$ cat src/rtl/command_dispatch_ctrl_if.sv
// Command bus between the dispatcher and the execution engine. The dispatcher
// drives the command fields, and the engine returns the accept and completion signals.
interface command_dispatch_ctrl_if #(
    parameter int DATA_W   = 32,
    parameter int MAX_ARGS = 3
);
    logic                         cmd_valid;
    logic                         cmd_ready;
    logic [3:0]                   cmd_opcode;
    logic [1:0]                   cmd_nargs;
    logic [23:0]                  cmd_imm;
    logic [MAX_ARGS*DATA_W-1:0]   cmd_args;
    logic                         engine_done;

    modport master (
        output cmd_valid,
        output cmd_opcode,
        output cmd_nargs,
        output cmd_imm,
        output cmd_args,
        input  cmd_ready,
        input  engine_done
    );

    modport slave (
        input  cmd_valid,
        input  cmd_opcode,
        input  cmd_nargs,
        input  cmd_imm,
        input  cmd_args,
        output cmd_ready,
        output engine_done
    );
endinterface

$ cat src/rtl/command_dispatch_ctrl.sv
// Drains header+argument commands from the command FIFO and hands them to the engine.
// Define CMD_DISPATCH_TIMEOUT_EN to add a done-timeout that ends in ERROR (err_code 10).
module command_dispatch_ctrl #(
    parameter int DATA_W    = 32,
    parameter int MAX_ARGS  = 3,
    parameter int TIMEOUT_W = 8
) (
    input  logic                    clk,
    input  logic                    n_rst,
    input  logic                    enable,
    input  logic                    fifo_empty,
    input  logic [DATA_W-1:0]       read_data,
    output logic                    fifo_read,
    command_dispatch_ctrl_if.master cmd,
    input  logic                    clear_error,
    output logic                    busy,
    output logic                    error,
    output logic [1:0]              err_code,
    output logic [15:0]             cmds_issued
);

    typedef enum logic [2:0] {
        IDLE      = 3'd0,
        ARGS      = 3'd1,
        ISSUE     = 3'd2,
        WAIT_DONE = 3'd3,
        ERROR     = 3'd4
    } state_t;

    localparam logic [3:0] OP_NOP     = 4'h0;
    localparam logic [3:0] OP_ILLEGAL = 4'hF;
    localparam logic [1:0] ERR_ILLEGAL = 2'b01;

    state_t                     state;
    logic [1:0]                 arg_idx;
    logic [MAX_ARGS*DATA_W-1:0] arg_q;

    logic [3:0]  hdr_op;
    logic [1:0]  hdr_nargs;
    logic [23:0] hdr_imm;
    logic        arg_last;

    function automatic logic is_blocking(input logic [3:0] op);
        return (op >= 4'h8) && (op != OP_ILLEGAL);
    endfunction

    assign hdr_op    = read_data[31:28];
    assign hdr_nargs = read_data[25:24];
    assign hdr_imm   = read_data[23:0];
    assign arg_last  = (arg_idx == (cmd.cmd_nargs - 2'd1));
    assign cmd.cmd_args = arg_q;

`ifdef CMD_DISPATCH_TIMEOUT_EN
    localparam logic [1:0]           ERR_TIMEOUT = 2'b10;
    localparam logic [TIMEOUT_W-1:0] TO_ONE      = 1;
    localparam logic [TIMEOUT_W-1:0] TO_LAST     = '1;
    logic [TIMEOUT_W-1:0] to_cnt;
`else
    // The timeout width has no effect in this build; keep a legal value anyway.
    if (TIMEOUT_W < 1) begin : g_timeout_w_unused
    end
`endif

    // Pops are suppressed during reset, since the FIFO is resetting as well.
    always_comb begin
        fifo_read = 1'b0;
        if (n_rst && !fifo_empty) begin
            if (state == IDLE && enable) begin
                fifo_read = 1'b1;
            end else if (state == ARGS) begin
                fifo_read = 1'b1;
            end
        end
    end

    always_ff @(posedge clk) begin
        if (!n_rst) begin
            state           <= IDLE;
            busy            <= 1'b0;
            error           <= 1'b0;
            err_code        <= 2'b00;
            cmds_issued     <= 16'd0;
            arg_idx         <= 2'd0;
            arg_q           <= '0;
            cmd.cmd_valid   <= 1'b0;
            cmd.cmd_opcode  <= 4'h0;
            cmd.cmd_nargs   <= 2'd0;
            cmd.cmd_imm     <= 24'd0;
`ifdef CMD_DISPATCH_TIMEOUT_EN
            to_cnt          <= '0;
`endif
        end else begin
            case (state)
                IDLE: begin
                    if (fifo_read) begin
                        cmd.cmd_opcode <= hdr_op;
                        cmd.cmd_nargs  <= hdr_nargs;
                        cmd.cmd_imm    <= hdr_imm;
                        arg_q          <= '0;
                        arg_idx        <= 2'd0;
                        if (hdr_op == OP_ILLEGAL) begin
                            state    <= ERROR;
                            busy     <= 1'b1;
                            error    <= 1'b1;
                            err_code <= ERR_ILLEGAL;
                        end else if (hdr_nargs != 2'd0) begin
                            state <= ARGS;
                            busy  <= 1'b1;
                        end else if (hdr_op != OP_NOP) begin
                            state         <= ISSUE;
                            busy          <= 1'b1;
                            cmd.cmd_valid <= 1'b1;
                        end
                    end
                end

                ARGS: begin
                    if (fifo_read) begin
                        for (int k = 0; k < MAX_ARGS; k++) begin
                            if (int'(arg_idx) == k) begin
                                arg_q[k*DATA_W +: DATA_W] <= read_data;
                            end
                        end
                        arg_idx <= arg_idx + 2'd1;
                        if (arg_last) begin
                            if (cmd.cmd_opcode == OP_NOP) begin
                                state <= IDLE;
                                busy  <= 1'b0;
                            end else begin
                                state         <= ISSUE;
                                cmd.cmd_valid <= 1'b1;
                            end
                        end
                    end
                end

                ISSUE: begin
                    if (cmd.cmd_ready) begin
                        cmd.cmd_valid <= 1'b0;
                        cmds_issued   <= cmds_issued + 16'd1;
                        if (is_blocking(cmd.cmd_opcode)) begin
                            state <= WAIT_DONE;
`ifdef CMD_DISPATCH_TIMEOUT_EN
                            to_cnt <= '0;
`endif
                        end else begin
                            state <= IDLE;
                            busy  <= 1'b0;
                        end
                    end
                end

                WAIT_DONE: begin
                    if (cmd.engine_done) begin
                        state <= IDLE;
                        busy  <= 1'b0;
                    end
`ifdef CMD_DISPATCH_TIMEOUT_EN
                    else begin
                        to_cnt <= to_cnt + TO_ONE;
                        // The cycle whose increment lands on the terminal count gives up.
                        if (to_cnt == (TO_LAST - TO_ONE)) begin
                            state    <= ERROR;
                            error    <= 1'b1;
                            err_code <= ERR_TIMEOUT;
                        end
                    end
`endif
                end

                ERROR: begin
                    if (clear_error) begin
                        state <= IDLE;
                        busy  <= 1'b0;
                        error <= 1'b0;
                    end
                end

                default: begin
                    state         <= IDLE;
                    busy          <= 1'b0;
                    error         <= 1'b0;
                    cmd.cmd_valid <= 1'b0;
                end
            endcase
        end
    end

endmodule
$ cat src/flat_wrapper.sv
// flat-port wrapper written by rule: the top's interface ports become plain ports
module command_dispatch_ctrl_flat 
#(
    parameter int DATA_W    = 32,
    parameter int MAX_ARGS  = 3,
    parameter int TIMEOUT_W = 8
)
  (clk, n_rst, enable, fifo_empty, read_data, fifo_read, clear_error, busy, error, err_code, cmds_issued, cmd_cmd_valid, cmd_cmd_opcode, cmd_cmd_nargs, cmd_cmd_imm, cmd_cmd_args, cmd_cmd_ready, cmd_engine_done);
  command_dispatch_ctrl_if #(.DATA_W(DATA_W), .MAX_ARGS(MAX_ARGS)) cmd_i ();
  input  logic clk;
  input  logic n_rst;
  input  logic enable;
  input  logic fifo_empty;
  input  logic [DATA_W-1:0] read_data;
  output logic fifo_read;
  input  logic clear_error;
  output logic busy;
  output logic error;
  output logic [1:0] err_code;
  output logic [15:0] cmds_issued;
  output wire logic [$bits(cmd_i.cmd_valid)-1:0] cmd_cmd_valid;
  output wire logic [$bits(cmd_i.cmd_opcode)-1:0] cmd_cmd_opcode;
  output wire logic [$bits(cmd_i.cmd_nargs)-1:0] cmd_cmd_nargs;
  output wire logic [$bits(cmd_i.cmd_imm)-1:0] cmd_cmd_imm;
  output wire logic [$bits(cmd_i.cmd_args)-1:0] cmd_cmd_args;
  input wire logic [$bits(cmd_i.cmd_ready)-1:0] cmd_cmd_ready;
  input wire logic [$bits(cmd_i.engine_done)-1:0] cmd_engine_done;
  assign cmd_cmd_valid = cmd_i.cmd_valid;
  assign cmd_cmd_opcode = cmd_i.cmd_opcode;
  assign cmd_cmd_nargs = cmd_i.cmd_nargs;
  assign cmd_cmd_imm = cmd_i.cmd_imm;
  assign cmd_cmd_args = cmd_i.cmd_args;
  assign cmd_i.cmd_ready = cmd_cmd_ready;
  assign cmd_i.engine_done = cmd_engine_done;
  command_dispatch_ctrl #(.DATA_W(DATA_W), .MAX_ARGS(MAX_ARGS), .TIMEOUT_W(TIMEOUT_W)) u_core (.clk(clk), .n_rst(n_rst), .enable(enable), .fifo_empty(fifo_empty), .read_data(read_data), .fifo_read(fifo_read), .cmd(cmd_i), .clear_error(clear_error), .busy(busy), .error(error), .err_code(err_code), .cmds_issued(cmds_issued));
endmodule
$ cat config.mk
export PLATFORM = sky130hd
export DESIGN_NAME = command_dispatch_ctrl_flat
export DESIGN_NICKNAME = d
export VERILOG_FILES = /design/src/rtl/command_dispatch_ctrl_if.sv /design/src/rtl/command_dispatch_ctrl.sv /design/src/flat_wrapper.sv
export SDC_FILE = /design/constraint.sdc
export NUM_CORES = 1
export LEC_CHECK = 0
export BUFFER_PORTS_ARGS = -buffer_cell sky130_fd_sc_hd__buf_2
export CAP_MARGIN = 20
export CORE_ASPECT_RATIO = 1.2
export CORE_MARGIN = 3
export CORE_UTILIZATION = 50
export CTS_CLUSTER_DIAMETER = 150
export DETAILED_ROUTE_END_ITERATION = 8
export GPL_TIMING_DRIVEN = 0
export PLACE_DENSITY = 0.82
export SYNTH_ARGS = -nofsm -noshare
export SYNTH_HDL_FRONTEND = slang
export SYNTH_SLANG_ARGS = --single-unit
$ cat constraint.sdc
create_clock -name clk -period 5.7 [get_ports clk]
set_clock_uncertainty 0.15 [all_clocks]
set_input_delay 1.14 -clock clk [delete_from_list [all_inputs] [get_ports clk]]
set_output_delay 1.14 -clock clk [all_outputs]
set_load 0.01 [all_outputs]
# Word level (Yosys, flattened, before mapping)
# Cells that the tools add are included.
[word_totals] in_bits=39 word_cells=115 reg_bits=151
[op_classes] n_reduce_logical=23 magnitude_cmp=1 eq_ne=26 add_sub_neg=3 mux=47 bitwise=2
[op_table] cell="$mux W96" count=2
[op_table] cell="$pmux W96 S2" count=1
[op_table] cell="$mux W32" count=3
[op_table] cell="$ne A2 B2 Y1 const B" count=15
[op_table] cell="$mux W3" count=9
[op_table] cell="$mux W1" count=23
[op_table] cell="$reduce_and A9 Y1" count=2
[op_table] cell="$add A16 B1 Y16 const B" count=1
[op_table] cell="$reduce_and A4 Y1" count=4
[op_table] cell="$pmux W3 S5" count=1
[op_table] cell="$mux W2" count=4
[op_table] cell="$ne A4 B4 Y1 const B" count=2
[op_table] cell="$reduce_and A7 Y1" count=1
[op_table] cell="$eq A3 B2 Y1 const B" count=2
[op_table] cell="$reduce_and A3 Y1" count=2
[op_table] cell="$pmux W1 S5" count=1
[op_table] cell="$eq A2 B2 Y1 const B" count=2
[op_table] cell="$eq A4 B4 Y1 const B" count=1
[op_table] cell="$ge A4 B4 Y1 const B" count=1
[op_table] cell="$logic_not A4 Y1" count=1
[op_table] cell="$pmux W1 S4" count=1
[op_table] cell="$pmux W2 S2" count=1
[op_table] cell="$reduce_and A2 Y1" count=2
[op_table] cell="$reduce_bool A2 Y1" count=2
[op_table] cell="other kinds (15)" count=18

# Longest topological paths before layout
[logic_depth] ltp_word=6 ltp_mapped=7 ltp_nobuf=5

# Worst setup path before layout
# OpenSTA, ideal clock, no wires.
[synth_timing] kind="input port to output port" startpoint="input fifo_empty" endpoint="output fifo_read" path_buffers=0 t_required_ns=4.410 setup_slack_ns=2.757 arrival_time_ns=1.653 path_stages=2 path_cell_list="nand2b_1 nor3_4"
[synth_between] elab_chain_cells=3
[synth_rtl] element="start: declaration" line_no="flat_wrapper.sv:13" text="input logic fifo_empty;"
[synth_rtl] element="$logic_not A1 Y1" line_no="command_dispatch_ctrl.sv:67" text="if (n_rst && !fifo_empty) begin"
[synth_rtl] element="$logic_and A1 B1 Y1" line_no="command_dispatch_ctrl.sv:67"
[synth_rtl] element="$mux W1" line_no="command_dispatch_ctrl.sv:67"
[synth_rtl] element="end: declaration" line_no="flat_wrapper.sv:15" text="output logic fifo_read;"
# No other way between the ends.

# Final worst setup path
# Same ends and word-level chain as after synthesis.

==> results.md <==
- Antenna violations before repair: 0
- Mux contribution to synthesized area: 0.8190%
- Post-synthesis compound-gate area fraction: 16.91%
- Comb power frac: 18.8%
- Min Tclk post-route: 3.346 ns
- Crit-path slowest cell: nor3_4
- Iter 0 DRT Violations: 404
- First-pass GRT wire length: 28.47 mm
- Die X: 106.9 µm
- Gr usage total: 26.39%
- R2R Setup Slk: 3.47 ns
- Most area-hungry cell type in the Yosys netlist: dfxtp_1
- Worst-path fanout max: 8
- Worst path cell trace: buf_2, nand2b_1, nor3_4, buf_2
- Cell area after synthesis: 0.006111 mm²
- Die H: 127.1 µm
- Ys async rst share: 0%
- Layout net count: 971
- Initial core utilization: 52.10%
- Router iterations before antenna repair: 5
- Slowest stage delay, CP: 0.38 ns
- Top Family by Delay on Critical Path: simple AND/OR/NAND/NOR gates
- Via count: 6047
- Die footprint: 0.01359 mm²
- Hold buffer count at CTS: 0
- Netlist cell types: 53
- Clock sink count: 151
- Placed wire-length estimate: 13.52 mm
- Worst min-delay path category: reg -> reg
- Status: completed
- Sequential fraction of design power: 43.0%
- Largest family of logic cells by synthesized area: simple AND/OR/NAND/NOR gates
- Largest net degree at the start of global routing: 17
- Final Hold Viols: 0
- RSZ-0062 raised after global routing: false
- Sw Share: 29.20%
- FF-to-FF path depth: 7
- Design Area, Final: 0.007756 mm²
- Total power: 2.665 mW
- Post-route antenna net violation count: 0
- Post-synth top area share: 49.47%
- Core Area: 0.01173 mm²
- TritonCTS clock tree: built
- Worst EP arrival: 2.06 ns
- Cell Area, Placed: 0.007233 mm²
- Root Buffer: clkbuf_16
- Pwr dens: 343.6 mW/mm²
- Clock Latency Late Sink: 0.41 ns
- Post-DR wirelength/cell: 16.70 µm
- Warnings from Yosys: 0
- Most frequent cells in the layout: 192 x buf_2, 167 x nand2_1, 151 x dfxtp_1
- Seq. cell area: 0.003023 mm²
- Setup Buffers After CTS: 0
- Share of layout cells above drive strength 1: 24.73%
- Syn Nets: 767
- Fin Setup TNS: 0 ns
- Hold Crit Start: u_core.cmd.cmd_args[40]
- Adder-cell share of the synthesized area: 0.8190%
- Pleak: 3.277 nW
- Peak VDD IR: 0.2200 mV
- EDFF count, synth: 0
- Reg clk slew, reported paths: 0.06 ns
- Simple-gate share of the synthesized area: 25.25%
- Psw: 0.7781 mW
- Register bit total from synthesis: 151
- Startpoint types: primary input
- CP Data Required Time: 4.41 ns
- Grt total ovfl: 0
- Total wire length: 18.29 mm
- Worst setup EP type: primary output
- Post-Place Worst Slack: 2.357 ns
- Number of CTS-inserted buffers: 17
- Endpoint, Worst Hold: u_core.cmd.cmd_args[40]
- # fillers: 1055
- Synth Area in XOR/XNOR: 1.863%
- Slew at the pin closest to its max-slew limit: 0.7510 ns
- Site Rows: 43
- Relative slew margins: 49.60%
- H-tree Lvls: 4
- Number of global-route vias before repair: 5538
- Max Cap Viol: 0
- Non-filler cells, final: 1095
- Most common cell after layout, fill and taps aside: buf_2
- Max-slew violations: 0
- FF-to-FF Start: u_core.state[0]
- Worst path bufs/invs: 2
- Longest Clk Path Bufs: 2
- Hold Crit Depth: 2
- Kind of critical path: in -> out
- Clock power share: 38.2%
- CP most frequent cell: buf_2
- Final Setup Violations: 0
- IO Count: 187
- Diode count: 0
- Placed cell count: 1066
- Residual DRC: 0
- Footprint of the multi-input gates: 0.002794 mm²
- Top cells by area, synth: dfxtp_1 49%, nand2_1 10%, nand3_1 8.4%
- Mapped Cells: 724
- Register area share after synthesis: 49.47%
- Number of port buffers: 185
- Synth Flop Type: dfxtp_1
- Tcrit/Tclk final: 58.69%
- R2R Path End: u_core.cmd.cmd_args[77]
- Synthesized area per cell: 8.440 µm²
- Area delta synth->final: 26.92%
- Internal: 1.887 mW
- Gpl congestion: 0.8546
- Vias/cell: 5.522
- Post-route setup slack: 2.354 ns
- Fmax: 0.2989 GHz
- Post-CTS Resized: 0
power by group through the flow:
stage / registers, mW / logic [mW] / clock network, mW
final: 1.15 / 0.500 / 1.02
after global routing: 1.15 / 0.544 / 1.07
after CTS: 1.15 / 0.497 / 1.02
after detailed placement: 1.17 / 0.494 / 0
after global placement: 1.17 / 0.488 / 0
after floorplan: 1.19 / 0.289 / 0
per-stage QoR:
step | util (%) | hold slack (ns)
floorplan | - | 0.3250
global placement | 61.67 | 0.2841
detailed placement | 61.67 | 0.2923
CTS | 66.13 | 0.2998
global route | 66.13 | 0.3194
finish | 66.13 | 0.2986
state kept, by name, summed over array words and instances (netlist names):
| name | flops |
|---|---|
| u_core.arg_idx | 2 |
| u_core.busy | 1 |
| u_core.cmd.cmd_args | 96 |
| u_core.cmd.cmd_imm | 24 |
| u_core.cmd.cmd_nargs | 2 |
| u_core.cmd.cmd_opcode | 4 |
| u_core.cmd.cmd_valid | 1 |
| u_core.cmds_issued | 16 |
| u_core.err_code | 1 |
| u_core.error | 1 |
| u_core.state | 3 |
area by class of cell:
cell class                      count  area share (%)
Buffer                             57           3.452
Clock buffer                       25           6.130
Clock inverter                      4          0.6130
Inverter                            7          0.3388
Multi-Input combinational cell    509           36.02
Sequential cell                   151           38.97
Tap cell                          157           2.533
Timing Repair Buffer              185           11.94
per-layer routing:
metal | GRT usage (%) | routed length [µm]
met5 | 0 | 0
met2 | 45.48 | 9033
met1 | 30.99 | 7069
met4 | 10.46 | 604
met3 | 7.377 | 1580
cell families (layout without fill, tap and decap cells):
kind of cell,count (synthesis),after routing
AND/OR/NAND/NOR,330,330
flip-flops,151,151
buffers and inverters,64,278
multiplexers,5,5
AO/OA/AOI/OAI,156,156
other,1,1
adder cells (fa/ha/maj),4,4
XOR/XNOR,13,13
worst reg2reg max path, cell delays in order (launching register included):
cell      delay, ns
dfxtp_1        0.32
buf_2          0.18
nor2_1         0.29
nor3_4         0.12
o21ai_1        0.29
clkbuf_1       0.49
nand2_1        0.12
a21boi_0       0.20
synth_stat cells (all sizes together) (3+ instances only):
library cell / number
nor3: 9
o21a: 3
xnor2: 7
and2: 9
nor3b: 3
nor2: 11
buf: 18
nand2: 167
a21oi: 61
o21ai: 6
and4: 3
nand3: 102
clkbuf: 39
nand4: 8
ha: 4
dfxtp: 151
a21boi: 74
or3: 3
nand2b: 3
nor4: 3
mux2i: 5
xor2: 6
inv: 6
worst max-delay path by stage:
stage | from | end | cells past startpoint
floorplan | fifo_empty | fifo_read | 2
global placement | fifo_empty | fifo_read | 4
detailed placement | fifo_empty | fifo_read | 4
CTS | fifo_empty | fifo_read | 4
global route | fifo_empty | fifo_read | 4
finish | fifo_empty | fifo_read | 4
(Power assumes the default switching activity.)
